--- src/rtl/inv_lane_arbiter.sv ---
// Round-robin arbiter that shares one registered bitwise-inverter lane between NUM_REQ requesters.
// Each grant lasts at most BURST_MAX words. Every release is followed by one idle cycle before the next grant.
module inv_lane_arbiter #(
  parameter  int unsigned NUM_REQ   = 4,
  parameter  int unsigned DATA_W    = 8,
  parameter  int unsigned BURST_MAX = 4,
  localparam int unsigned ID_W      = $clog2(NUM_REQ)
) (
  input  logic                      clk,
  input  logic                      rst,
  input  logic [NUM_REQ-1:0]        req,
  input  logic [NUM_REQ*DATA_W-1:0] data_in,
  output logic [NUM_REQ-1:0]        gnt,
  output logic                      busy,
  output logic                      out_valid,
  output logic [DATA_W-1:0]         out_data,
  output logic [ID_W-1:0]           out_id
);

  localparam int unsigned CNT_W = $clog2(BURST_MAX + 1);

  typedef enum logic {IDLE, GRANT} state_t;

  state_t              state, state_n;
  logic [ID_W-1:0]     owner, owner_n;
  logic [ID_W-1:0]     ptr, ptr_n;
  logic [CNT_W-1:0]    cnt, cnt_n;
  logic [NUM_REQ-1:0]  gnt_n;
  logic                out_valid_n;
  logic [DATA_W-1:0]   out_data_n;
  logic [ID_W-1:0]     out_id_n;
  logic [DATA_W-1:0]   owner_word;
  logic [ID_W-1:0]     pick;
  logic                accept;

  // First set request at or above p, wrapping back to index 0.
  function automatic logic [ID_W-1:0] rr_pick(input logic [NUM_REQ-1:0] r,
                                              input logic [ID_W-1:0]    p);
    logic [ID_W-1:0] sel;
    logic [ID_W-1:0] cand;
    logic            found;
    int unsigned     idx;
    sel   = '0;
    found = 1'b0;
    for (int unsigned k = 0; k < NUM_REQ; k++) begin
      idx = 32'(p) + k;
      if (idx >= NUM_REQ) idx = idx - NUM_REQ;
      cand = ID_W'(idx);
      if (!found && r[cand]) begin
        found = 1'b1;
        sel   = cand;
      end
    end
    return sel;
  endfunction

  always_comb begin
    owner_word = '0;
    for (int unsigned i = 0; i < NUM_REQ; i++) begin
      if (owner == ID_W'(i)) owner_word = data_in[i*DATA_W +: DATA_W];
    end
  end

  assign pick   = rr_pick(req, ptr);
  assign accept = (state == GRANT) && req[owner];

  // Next-state, pointer/burst bookkeeping and lane outputs
  always_comb begin
    state_n     = state;
    owner_n     = owner;
    ptr_n       = ptr;
    cnt_n       = cnt;
    gnt_n       = gnt;
    out_valid_n = 1'b0;
    out_data_n  = out_data;
    out_id_n    = out_id;
    case (state)
      IDLE: begin
        gnt_n = '0;
        if (|req) begin
          state_n = GRANT;
          owner_n = pick;
          gnt_n   = NUM_REQ'(1) << pick;
          cnt_n   = '0;
        end
      end
      GRANT: begin
        if (accept) begin
          out_valid_n = 1'b1;
          out_data_n  = ~owner_word;
          out_id_n    = owner;
          cnt_n       = cnt + CNT_W'(1);
        end
        // Release on a dropped request or on the last word of the burst
        if (!accept || cnt == CNT_W'(BURST_MAX - 1)) begin
          state_n = IDLE;
          gnt_n   = '0;
          cnt_n   = '0;
          ptr_n   = (owner == ID_W'(NUM_REQ - 1)) ? '0 : owner + ID_W'(1);
        end
      end
      default: begin
        state_n = IDLE;
        gnt_n   = '0;
      end
    endcase
  end

  always_ff @(posedge clk) begin
    if (rst) begin
      state     <= IDLE;
      owner     <= '0;
      ptr       <= '0;
      cnt       <= '0;
      gnt       <= '0;
      busy      <= 1'b0;
      out_valid <= 1'b0;
      out_data  <= '0;
      out_id    <= '0;
    end else begin
      state     <= state_n;
      owner     <= owner_n;
      ptr       <= ptr_n;
      cnt       <= cnt_n;
      gnt       <= gnt_n;
      busy      <= (state_n == GRANT);
      out_valid <= out_valid_n;
      out_data  <= out_data_n;
      out_id    <= out_id_n;
    end
  end

endmodule

--- config.mk ---
export PLATFORM = sky130hd
export DESIGN_NAME = inv_lane_arbiter
export DESIGN_NICKNAME = d
export VERILOG_FILES = /design/src/rtl/inv_lane_arbiter.sv
export SDC_FILE = /design/constraint.sdc
export NUM_CORES = 1
export LEC_CHECK = 0
export ABC_AREA = 1
export CORE_MARGIN = 5
export CORE_UTILIZATION = 42
export CTS_BUF_LIST = sky130_fd_sc_hd__clkbuf_8
export DETAILED_ROUTE_END_ITERATION = 12
export PLACE_DENSITY_LB_ADDON = 0.25
export SLEW_MARGIN = 20
export SYNTH_ARGS = -nofsm -noshare
export SYNTH_HDL_FRONTEND = slang
export SYNTH_SLANG_ARGS = --single-unit
--- constraint.sdc ---
create_clock -name clk -period 1.45 [get_ports clk]
set_input_delay 0.29 -clock clk [delete_from_list [all_inputs] [get_ports clk]]
set_output_delay 0.29 -clock clk [all_outputs]
set_load 0.01 [all_outputs]
# == Yosys cells after proc, flatten, opt, wreduce, memory -nomap -nowiden ==
# Index checks and enable logic that the tools add are counted.
# classes
bitwise,2
mux,37
add_sub_neg,9
shifts,1
n_div,0
order_cmp,9
reduce_logical,16
n_eq_ne,7
n_mul,0
# ops
cell,count
8-bit 2-to-1 mux,4
2-bit 2-to-1 mux,9
"2-bit by 3-bit < comparator with 1-bit output, second input constant",5
1-bit 2-to-1 mux,11
1-bit binary-select mux with 2-bit select,5
"3-bit greater-or-equal comparator, second input constant",3
3-bit 2-to-1 mux,3
4-bit 2-to-1 mux,2
8-bit inverter,1
4-bit case mux with 2 select lines,1
2-bit AND reduction,4
"2-bit by 1-bit subtractor with 2-bit output, second input constant",4
"2-bit by 2-bit adder with 3-bit output, second input constant",2
3-bit case mux with 2 select lines,1
"2-bit == test, second input constant",2
1-bit logical AND,4
1-bit zero test,4
4-bit OR reduction,1
"1-bit by 2-bit left shift with 4-bit output, first input constant",1
"2-bit by 1-bit adder with 3-bit output, second input constant",1
"3-bit by 1-bit adder with 3-bit output, second input constant",1
"3-bit by 2-bit == test with 1-bit output, second input constant",1
"2-bit by 3-bit greater-or-equal comparator with 1-bit output, second input constant",1
"3-bit by 1-bit != test with 1-bit output, second input constant",1
9 further kinds,9
# word_totals
ff_bits,23
ramBits,0
mem_count,0
wordCells,89
output_inout_bits,16
latchBits,0
rom_bits,0
in_bits,38

# == Logic depth before layout (Yosys ltp) ==
# Gate-level depths: netlist of the first run.
# logic_depth
word_depth,17
ltp_mapped,12
ltp_nobuf,12

# == Least setup slack after synthesis of the first run ==
# Ideal clock, no wire load.
# synth_timing
path_type,register -> register
startpoint,register owner[1]
endpoint,register out_data[2]
path_buffers,1
t_required_ns,1.319
arrival_time_ns,1.375
period_less_slack_ns,1.507
setup_ns,0.131
slack_ns,-0.057
path_stages_with_launch,8
path_cell_list,dfxtp_1 > inv_1 > ha_1 > clkbuf_1 > inv_1 > nor2_1 > o311ai_0 > a21oi_1
# synth_between
elab_chain_cells,6
word_cells_on_any_way,13
cone_classes,3 x eq/ne; 6 x mux; 1 x bitwise; 3 x reduce/logical
# synth_rtl
element,line_no,text
from (decl),25,"logic [ID_W-1:0] owner, owner_n;"
from (signal assigned),122,owner <= owner_n;
2-bit zero test,60,if (owner == ID_W'(i)) owner_word = data_in[i*DATA_W +: DATA_W];
8-bit 2-to-1 mux (4 in a row),60,
8-bit inverter,90,out_data_n = ~owner_word;
to (signal assigned),128,out_data <= out_data_n;
to (decl),16,"output logic [DATA_W-1:0] out_data,"
# Several ways; a longest one is shown, not always the timed one. The select of a mux whose other input is x is not followed.
# A chain may end at the register's enable or synchronous reset.

# == Worst setup path after layout of the first run ==
# layout_timing
startpoint,register ptr[0]
endpoint,register owner[0]
# layout_between
elab_chain_cells,14
word_cells_on_any_way,36
cone_classes,7 x add/sub; 4 x order compare; 19 x mux; 6 x reduce/logical
# layout_rtl
element,line_no,text
from (decl),26,"logic [ID_W-1:0] ptr, ptr_n;"
from (signal assigned),123,ptr <= ptr_n;
"parallel branches: the longest is 13 deep, another holds 2-bit by 1-bit adder with 3-bit output",--,
2-bit 2-to-1 mux *,49,if (!found && r[cand]) begin
# Mark *: on every way between the ends. The select of a mux whose other input is x is not followed.

==> qor.txt, run 1 <==
layout cell share with drive strength beyond 1: 0.309
HPWL Detailed: 3.66 mm
Netlist cell types: 24
Cell Area, Placed: 0.00229 sq mm
CP Class: reg -> reg
clk sink count: 23
TritonCTS clock tree: done
FF-to-FF Start: ptr[0]
Core ar.: 0.00342 sq mm
drt drc: 0
worst-margin pin slew: 0.317 ns
Rows: 21
final setup margin: -0.0546 ns
largest family of logic cells by synthesized area: simple AND/OR/NAND/NOR gates
# IOs: 54
post-route ant nets: 0
CTS Buf Count: 3
initial detailed-routing violation count: 65
crit path DAT: 1.69 ns
Pre-antenna DRT Iters: 4
post-synthesis adder-cell area fraction: 0.0498
post-route cell area: 0.00258 sq mm
average via count per standard cell: 5.20
Hold Path Depth: 2
peak supply drop: 0.736 mV
mux cell area share after synthesis: 0
overall power: 2.74 mW
DR vias: 1904
CP most frequent cell: nand2_4
status: finished, violations left
Routed WL: 5.27 mm
simple-gate share of the synthesized area: 0.363
Layout area overhead: 71.5%
Clock Latency Late Sink: 0.28 ns
flop2flop setup slack: -0.05 ns
Max Freq: 665 MHz
n_diodes: 0
commonest non-fill, non-tap cell in the layout: nand2_1
first-pass GRT wire length: 8.11 mm
Max Slew Vio Count: 0
clk root buf: clkbuf_8
met1 wire length: 2.23 mm
Mapped Area: 0.00151 sq mm
#FFs+latches synth: 23
fin crit period: 1.50 ns
initial antenna violation count: 0
WL met2: 2.67 mm
Hold Crit Start: out_data[0]
Tcrit/Tclk final: 1.04
failing checks: negative setup slack
nets@finish: 365
DR top layer: met4
max-cap violation count: 0
routed wire length per instance: 14.4 microns
CP Capture Type: flop
Met3 Wirelength: 287 microns
Layout Skew: 0.00588 ns
PD cells: 1060 mW/mm^2
Initial Util: 0.441
final setup violation count: 4
Remaining Overflow, GRT: 0
crit path cell chain: buf_6 > nand2_4 > nand2_4 > nand2_4 > nand2_4 > inv_4 > nand2_2 > nand2_1 > nand2_1 > nand3_2 > o21ai_2 > inv_1
sequential cell area fraction in the yosys report: 0.306
vias in the first global route: 1781
required time worst endpoint: 1.63 ns
most frequent cells in the layout: nand2_1 (45), clkdlybuf4s50_1 (34), buf_4 (31)
Mapped Cells: 231
CP Launch Type: flop
die area: 0.00488 sq mm
Syn Area/Cell: 6.52 sq um
Worst Reg-to-Reg Cells: 12
Pleak: 1.28 nW
largest net degree at the start of global routing: 16
crit path buf inv count: 3
Min-Delay Endpoint: out_data[0]
port bufs: 53
post-synthesis compound-gate area fraction: 0.194
H-tree depth: 1
pre-CTS WS: -0.436 ns
final hold viol count: 0
# hold bufs at CTS: 0
DIE WIDTH: 69.9 microns
syn_nets: 275
GRT Total Usage: 0.198
final RePlAce weighted congestion: 0.878
Worst-path clk slew: 0.09 ns
capturing point of the worst reg2reg path: owner[0]
CTS Buffer Depth: 2
unrepaired setup endpoints after global routing: true
CP delay by family, top: simple AND/OR/NAND/NOR gates
Die Ht: 69.9 microns
slew margin rel.: 0.788
slowest CP cell: dfxtp_4
max incr delay on CP: 0.43 ns
crit-path max FO: 7
synth warn: 0
Synth Area in XOR/XNOR: 0
worst min-delay path class: reg -> reg
routing by layer:
layer / track usage / up-vias
met4: 0.0660 / 0
met3: 0.0574 / 8
li1: - / 941
met1: 0.230 / 902
met5: 0 / -
met2: 0.346 / 53
through the flow:
stage / util / instances / hold slack [ns] / setup TNS [ns]
after floorplan: - / 231 / 0.386 / 0
after global placement: 0.671 / 353 / 0.454 / -7.90
after detailed placement: 0.671 / 353 / 0.463 / -8.46
after CTS: 0.700 / 358 / 0.478 / -0.0645
after global routing: 0.756 / 366 / 0.503 / -1.11
final: 0.756 / 366 / 0.477 / -0.0913
tightest hold or removal path, delay by kind of cell, from the launching register on:
family,cells,cell delay (ns)
AND/OR/NAND/NOR,2,0.12
flip-flops,1,0.32
cell families (layout without fill, tap and decap cells):
group                    Yosys count  in the layout
flip-flops                        23             23
buffers and inverters             31            120
adder cells (fa/ha/maj)            6              6
AO/OA/AOI/OAI                     52             52
AND/OR/NAND/NOR                  119            119
cell usage after synthesis, drive strengths merged:
| master | n | area share |
|---|---|---|
| buf | 3 | 0.018 |
| nand3 | 19 | 0.070 |
| nand4 | 2 | 0.0083 |
| nor2 | 26 | 0.076 |
| o311ai | 6 | 0.035 |
| ha | 6 | 0.050 |
| dfxtp | 23 | 0.31 |
| o22ai | 1 | 0.0042 |
| nand2 | 70 | 0.20 |
| nand3b | 1 | 0.0050 |
| o211ai | 3 | 0.015 |
| clkbuf | 5 | 0.012 |
| inv | 23 | 0.057 |
| o21ai | 14 | 0.047 |
| nor4 | 1 | 0.0042 |
| a21oi | 28 | 0.093 |
worst max path at each step:
stage,cells past startpoint,to,slack [ns],from
after CTS,11,gnt[1],-0.02,ptr[0]
after global placement,11,ptr[1],-0.38,req[2]
after floorplan,5,out_data[2],0.02,owner[0]
after detailed placement,10,gnt[2],-0.44,req[2]
after global routing,12,owner[0],-0.18,ptr[0]
final,12,owner[0],-0.05,ptr[0]
flip-flops by register name, indices dropped and copies added, names as in the netlist:
register and cells:
out_data 8, gnt 4, cnt 3, out_id 2, owner 2, ptr 2, out_valid 1, state 1
cell type report:
class	count	area, sq um
clock buffers	3	41.3
clock inverters	1	7.51
fillers	250	832
inverters	23	104
multi-input cells	177	1050
flip-flops and latches	23	472
well taps	46	57.6
repair buffers	92	850
repair inverters	1	6.26
power by group:
group	total (mW)	switching (mW)	internal, mW
sequential	0.804	0.0712	0.732
clock	0.432	0.236	0.196
combinational	1.51	0.790	0.718
total	2.74	1.10	1.65
timing repair:
| item | CTS | global route |
|---|---|---|
| pin swaps | 4 | 8 |
| gates cloned | 0 | 1 |
| endpoints found under the setup margin | 35 | 25 |
| setup buffers | 1 | 7 |
| resized for setup | 40 | 46 |
Note: power is estimated with default switching activity, not from simulation.
==> run 2: changes to the inputs <==
--- a/config.mk
+++ b/config.mk
@@ -11,6 +11,8 @@
 export CTS_BUF_LIST = sky130_fd_sc_hd__clkbuf_8
 export DETAILED_ROUTE_END_ITERATION = 12
 export PLACE_DENSITY_LB_ADDON = 0.25
+export SETUP_SLACK_MARGIN = 0.05
+export SKIP_CTS_REPAIR_TIMING = 1
 export SLEW_MARGIN = 20
 export SYNTH_ARGS = -nofsm -noshare
 export SYNTH_HDL_FRONTEND = slang
==> run 2 against run 1 <==
Effect of this change:
- the flow still finishes with violations (negative setup slack)
- clock power barely moved
- largest cell class unchanged
- maximum frequency fell by 4.4%
- first-iteration DRC count rose by 43%
- critical endpoint is now gnt[3]
==> qor.txt, run 2 (synthesis gave the netlist of run 1 again) <==
Pre-antenna DRT Iters: 4
Max Slew Vio Count: 0
Pleak: 1.45 nW
most frequent cells in the layout: nand2_1 (46), clkdlybuf4s50_1 (33), buf_4 (30)
max FFs per register: 8
drt drc: 0
vias in the first global route: 1728
CP Launch Type: flop
die area: 0.00488 sq mm
FF-to-FF Start: ptr[0]
worst-margin pin slew: 0.332 ns
fillers: 240
CP Capture Type: flop
CTS Buffer Depth: 2
average via count per standard cell: 5.28
crit path DAT: 1.79 ns
max-cap violation count: 0
Top reg by flops: out_data
GRT Total Usage: 0.192
Initial Util: 0.441
initial detailed-routing violation count: 93
clk root buf: clkbuf_8
status: finished, violations left
flop2flop setup slack: -0.12 ns
pre-CTS WS: -0.436 ns
placed instance count: 353
final hold viol count: 0
CTS Buf Count: 3
clk sink count: 23
Layout area overhead: 73.9%
biggest regs: out_data: 8 flops, gnt: 4 flops, cnt: 3 flops
Multi-input gate area: 0.00105 sq mm
post-route cell area: 0.00262 sq mm
Tcrit/Tclk final: 1.09
final setup violation count: 20
Remaining Overflow, GRT: 0
crit-path max FO: 8
layout cell share with drive strength beyond 1: 0.304
HPWL Detailed: 3.66 mm
DIE WIDTH: 69.9 microns
TritonCTS clock tree: done
capturing point of the worst reg2reg path: gnt[3]
first-pass GRT wire length: 7.85 mm
Cell Area, Placed: 0.00229 sq mm
final setup margin: -0.124 ns
initial antenna violation count: 0
largest net degree at the start of global routing: 16
Worst Reg-to-Reg Cells: 10
Layout Skew: 0.00507 ns
hold slack: 0.483 ns
failing checks: negative setup slack
required time worst endpoint: 1.66 ns
nets@finish: 361
post-route ant nets: 0
port bufs: 53
Die Ht: 69.9 microns
final RePlAce weighted congestion: 0.878
commonest non-fill, non-tap cell in the layout: nand2_1
Sequential cell area: 472 sq um
peak supply drop: 0.699 mV
Clock Latency Late Sink: 0.28 ns
DR vias: 1912
n_diodes: 0
Rows: 21
Hold Crit Start: gnt[1]
# IOs: 54
Routed WL: 5.62 mm
Core ar.: 0.00342 sq mm
overall power: 2.79 mW
Min-Delay Endpoint: gnt[1]
unrepaired setup endpoints after global routing: true
H-tree depth: 1
PD cells: 1060 mW/mm^2
routed wire length per instance: 15.5 microns
Hold Path Depth: 2
CP Class: reg -> reg
post-route insts no fill: 362
worst min-delay path class: reg -> reg
Worst-path clk slew: 0.09 ns
fin crit period: 1.57 ns
slew margin rel.: 0.776
Max Freq: 635 MHz
run 2: changes by cell type in the layout (fill, tap and decap cells not counted), sizes merged:
cell	previous run	this run
buf	39	36
clkdlybuf4s50	34	33
dlygate4sd2	16	0
dlymetal6s2s	3	20
inv	24	23
run 2: metal layers:
| metal | vias up | global-route usage | share of wire |
|---|---|---|---|
| met5 | - | 0 | 0 |
| met4 | 0 | 0.0574 | 0.023 |
| met3 | 14 | 0.0574 | 0.050 |
| met2 | 59 | 0.340 | 0.51 |
| met1 | 898 | 0.221 | 0.42 |
| li1 | 941 | - | - |
run 2: critical path, cell delays in order, from the launching register on:
cell,delay (ns)
dfxtp_4,0.44
inv_6,0.07
nand2_1,0.12
nand2_2,0.09
nand2_2,0.10
nand2_4,0.08
nor2_4,0.14
nand3b_1,0.11
nand3_2,0.12
nand3_2,0.10
a21oi_2,0.14
run 2: worst max-delay path by stage:
| stage | startpoint | endpoint | slack [ns] |
|---|---|---|---|
| final | ptr[0] | gnt[3] | -0.12 |
| after global placement | req[2] | ptr[1] | -0.38 |
| after CTS | ptr[0] | gnt[2] | -0.23 |
| after global routing | ptr[0] | gnt[3] | -0.23 |
| after floorplan | owner[0] | out_data[2] | 0.02 |
| after detailed placement | req[2] | gnt[2] | -0.44 |
run 2: layout make-up:
cell class | instances | share of cell area
sequential | 23 | 0.180
inverter | 23 | 0.0387
tap | 46 | 0.0220
multi-input combinational | 177 | 0.401
clock buffer | 3 | 0.0158
timing repair buffer | 89 | 0.340
clock inverter | 1 | 0.00287
run 2: stage by stage:
stage	setup TNS [ns]	util
floorplan	0	-
global placement	-7.90	0.671
detailed placement	-8.46	0.671
CTS	-3.02	0.686
global route	-2.93	0.767
finish	-1.16	0.767
run 2: power by group:
group	internal [mW]	switching, mW
Sequential	0.732	0.0700
Clock	0.195	0.234
Combinational	0.732	0.823
==> run 3: changes to the inputs <==
==> constraint.sdc (replaced) <==
create_clock -name clk -period 1.36 [get_ports clk]
set_input_delay 0.272 -clock clk [delete_from_list [all_inputs] [get_ports clk]]
set_output_delay 0.272 -clock clk [all_outputs]
set_load 0.01 [all_outputs]
==> run 3 against run 2 <==
Effect of this change:
- the run still ends with negative setup slack left
- sequential power is 8.0% higher
- clock power rose by 5.3%
- largest power group unchanged
- maximum frequency grew 5.0%
==> qor.txt, run 3 (synthesis gave the netlist of run 1 again) <==
slew margin rel.: 0.769
crit-path max FO: 7
biggest regs: out_data: 8 flops, gnt: 4 flops, cnt: 3 flops
Pre-antenna DRT Iters: 4
# IOs: 54
n_diodes: 0
CP Launch Type: flop
drt drc: 0
Layout Skew: 0.00316 ns
CTS Buffer Depth: 2
die area: 0.00488 sq mm
required time worst endpoint: 1.57 ns
Tcrit/Tclk final: 1.10
DR top layer: met4
crit path cell chain: buf_6 > nand2_4 > nand2_4 > nand2_4 > nand2_4 > nor2_4 > nand3_2 > nand3_4 > nand3_1 > a21oi_1
met1 wire length: 2.32 mm
TritonCTS clock tree: done
overall power: 3.08 mW
routed wire length per instance: 15.8 microns
CP delay by family, top: simple AND/OR/NAND/NOR gates
Die Ht: 69.9 microns
CP Capture Type: flop
slowest CP cell: dfxtp_4
crit path DAT: 1.71 ns
Multi-input gate area: 0.00116 sq mm
Top reg by flops: out_data
DR vias: 1932
HPWL Detailed: 3.39 mm
WL met2: 2.87 mm
Clock Latency Late Sink: 0.27 ns
setup tns final: -0.944 ns
worst setup path startpoint: ptr[0]
Layout area overhead: 79.8%
fillers: 220
post-route ant nets: 0
max incr delay on CP: 0.40 ns
vias in the first global route: 1590
Core ar.: 0.00342 sq mm
Hold Crit Start: out_data[0]
max FFs per register: 8
Pleak: 1.46 nW
Worst-path clk slew: 0.09 ns
worst-margin pin slew: 0.343 ns
fin crit period: 1.50 ns
Routed WL: 5.63 mm
most frequent cells in the layout: nand2_1 (42), clkdlybuf4s50_1 (33), a21oi_1 (21)
CP Class: reg -> reg
H-tree depth: 1
Sequential cell area: 473 sq um
unrepaired setup endpoints after global routing: true
commonest non-fill, non-tap cell in the layout: nand2_1
peak supply drop: 0.859 mV
CP most frequent cell: nand2_4
nets@finish: 355
failing checks: negative setup slack
Remaining Overflow, GRT: 0
final RePlAce weighted congestion: 0.861
initial detailed-routing violation count: 102
CTS Buf Count: 3
first-pass GRT wire length: 7.38 mm
Met3 Wirelength: 357 microns
clk sink count: 23
final setup margin: -0.140 ns
Max Slew Vio Count: 0
largest net degree at the start of global routing: 16
Initial Util: 0.441
max-cap violation count: 0
port bufs: 53
layout cell share with drive strength beyond 1: 0.355
worst min-delay path class: reg -> reg
Rows: 21
final hold viol count: 0
Max Freq: 667 MHz
average via count per standard cell: 5.43
DIE WIDTH: 69.9 microns
FF-to-FF Start: ptr[0]
initial antenna violation count: 0
final setup violation count: 12
crit path buf inv count: 1
GRT Total Usage: 0.179
PD cells: 1140 mW/mm^2
clk root buf: clkbuf_8
status: finished, violations left
## run 3: changes by cell type in the layout (fill, tap and decap cells not counted), sizes merged
cell,before,now
buf,36,30
clkinv,0,1
inv,23,22
## run 3: cell type report
class | count | share of cell area
well taps | 46 | 0.0212
flip-flops and latches | 23 | 0.175
inverters | 23 | 0.0393
clock inverters | 1 | 0.00277
multi-input cells | 177 | 0.430
repair buffers | 83 | 0.317
clock buffers | 3 | 0.0152
## run 3: metal layers
layer,GRT usage,vias up
met5,0,-
met4,0.0319,0
met1,0.229,909
li1,-,926
met2,0.299,82
met3,0.0545,15
## run 3: worst paths after layout
path                               endpoint  slack (ns)  depth (start not counted)
worst max-delay path                 gnt[2]       -0.14                         10
worst min register to register  out_data[0]        0.47                          2
worst max register to register       gnt[2]       -0.14                         10
worst min-delay path            out_data[0]        0.47                          2
## run 3: power breakdown
part | switching, mW | total, mW | leakage, nW | internal [mW]
Clock | 0.245 | 0.453 | 0.0217 | 0.208
Combinational | 0.939 | 1.76 | 1.24 | 0.819
Sequential | 0.0840 | 0.866 | 0.191 | 0.782
## run 3: stage by stage
stage	hold WS, ns	util	cell area (sq um)	setup WS [ns]	cells
2_1_floorplan	0.368	-	1530	0.0502	231
3_3_place_gp	0.457	0.662	2260	-0.486	347
3_5_place_dp	0.457	0.662	2260	-0.483	347
4_1_cts	0.472	0.676	2310	-0.200	351
5_1_grt	0.497	0.793	2710	-0.223	356
6_report	0.474	0.793	2710	-0.140	356
## run 3: worst min-delay path, delay by kind of cell, from the launching register on
kind / cells / cell delay (ns)
DFF: 1 / 0.32
and+or+nand+nor: 2 / 0.12
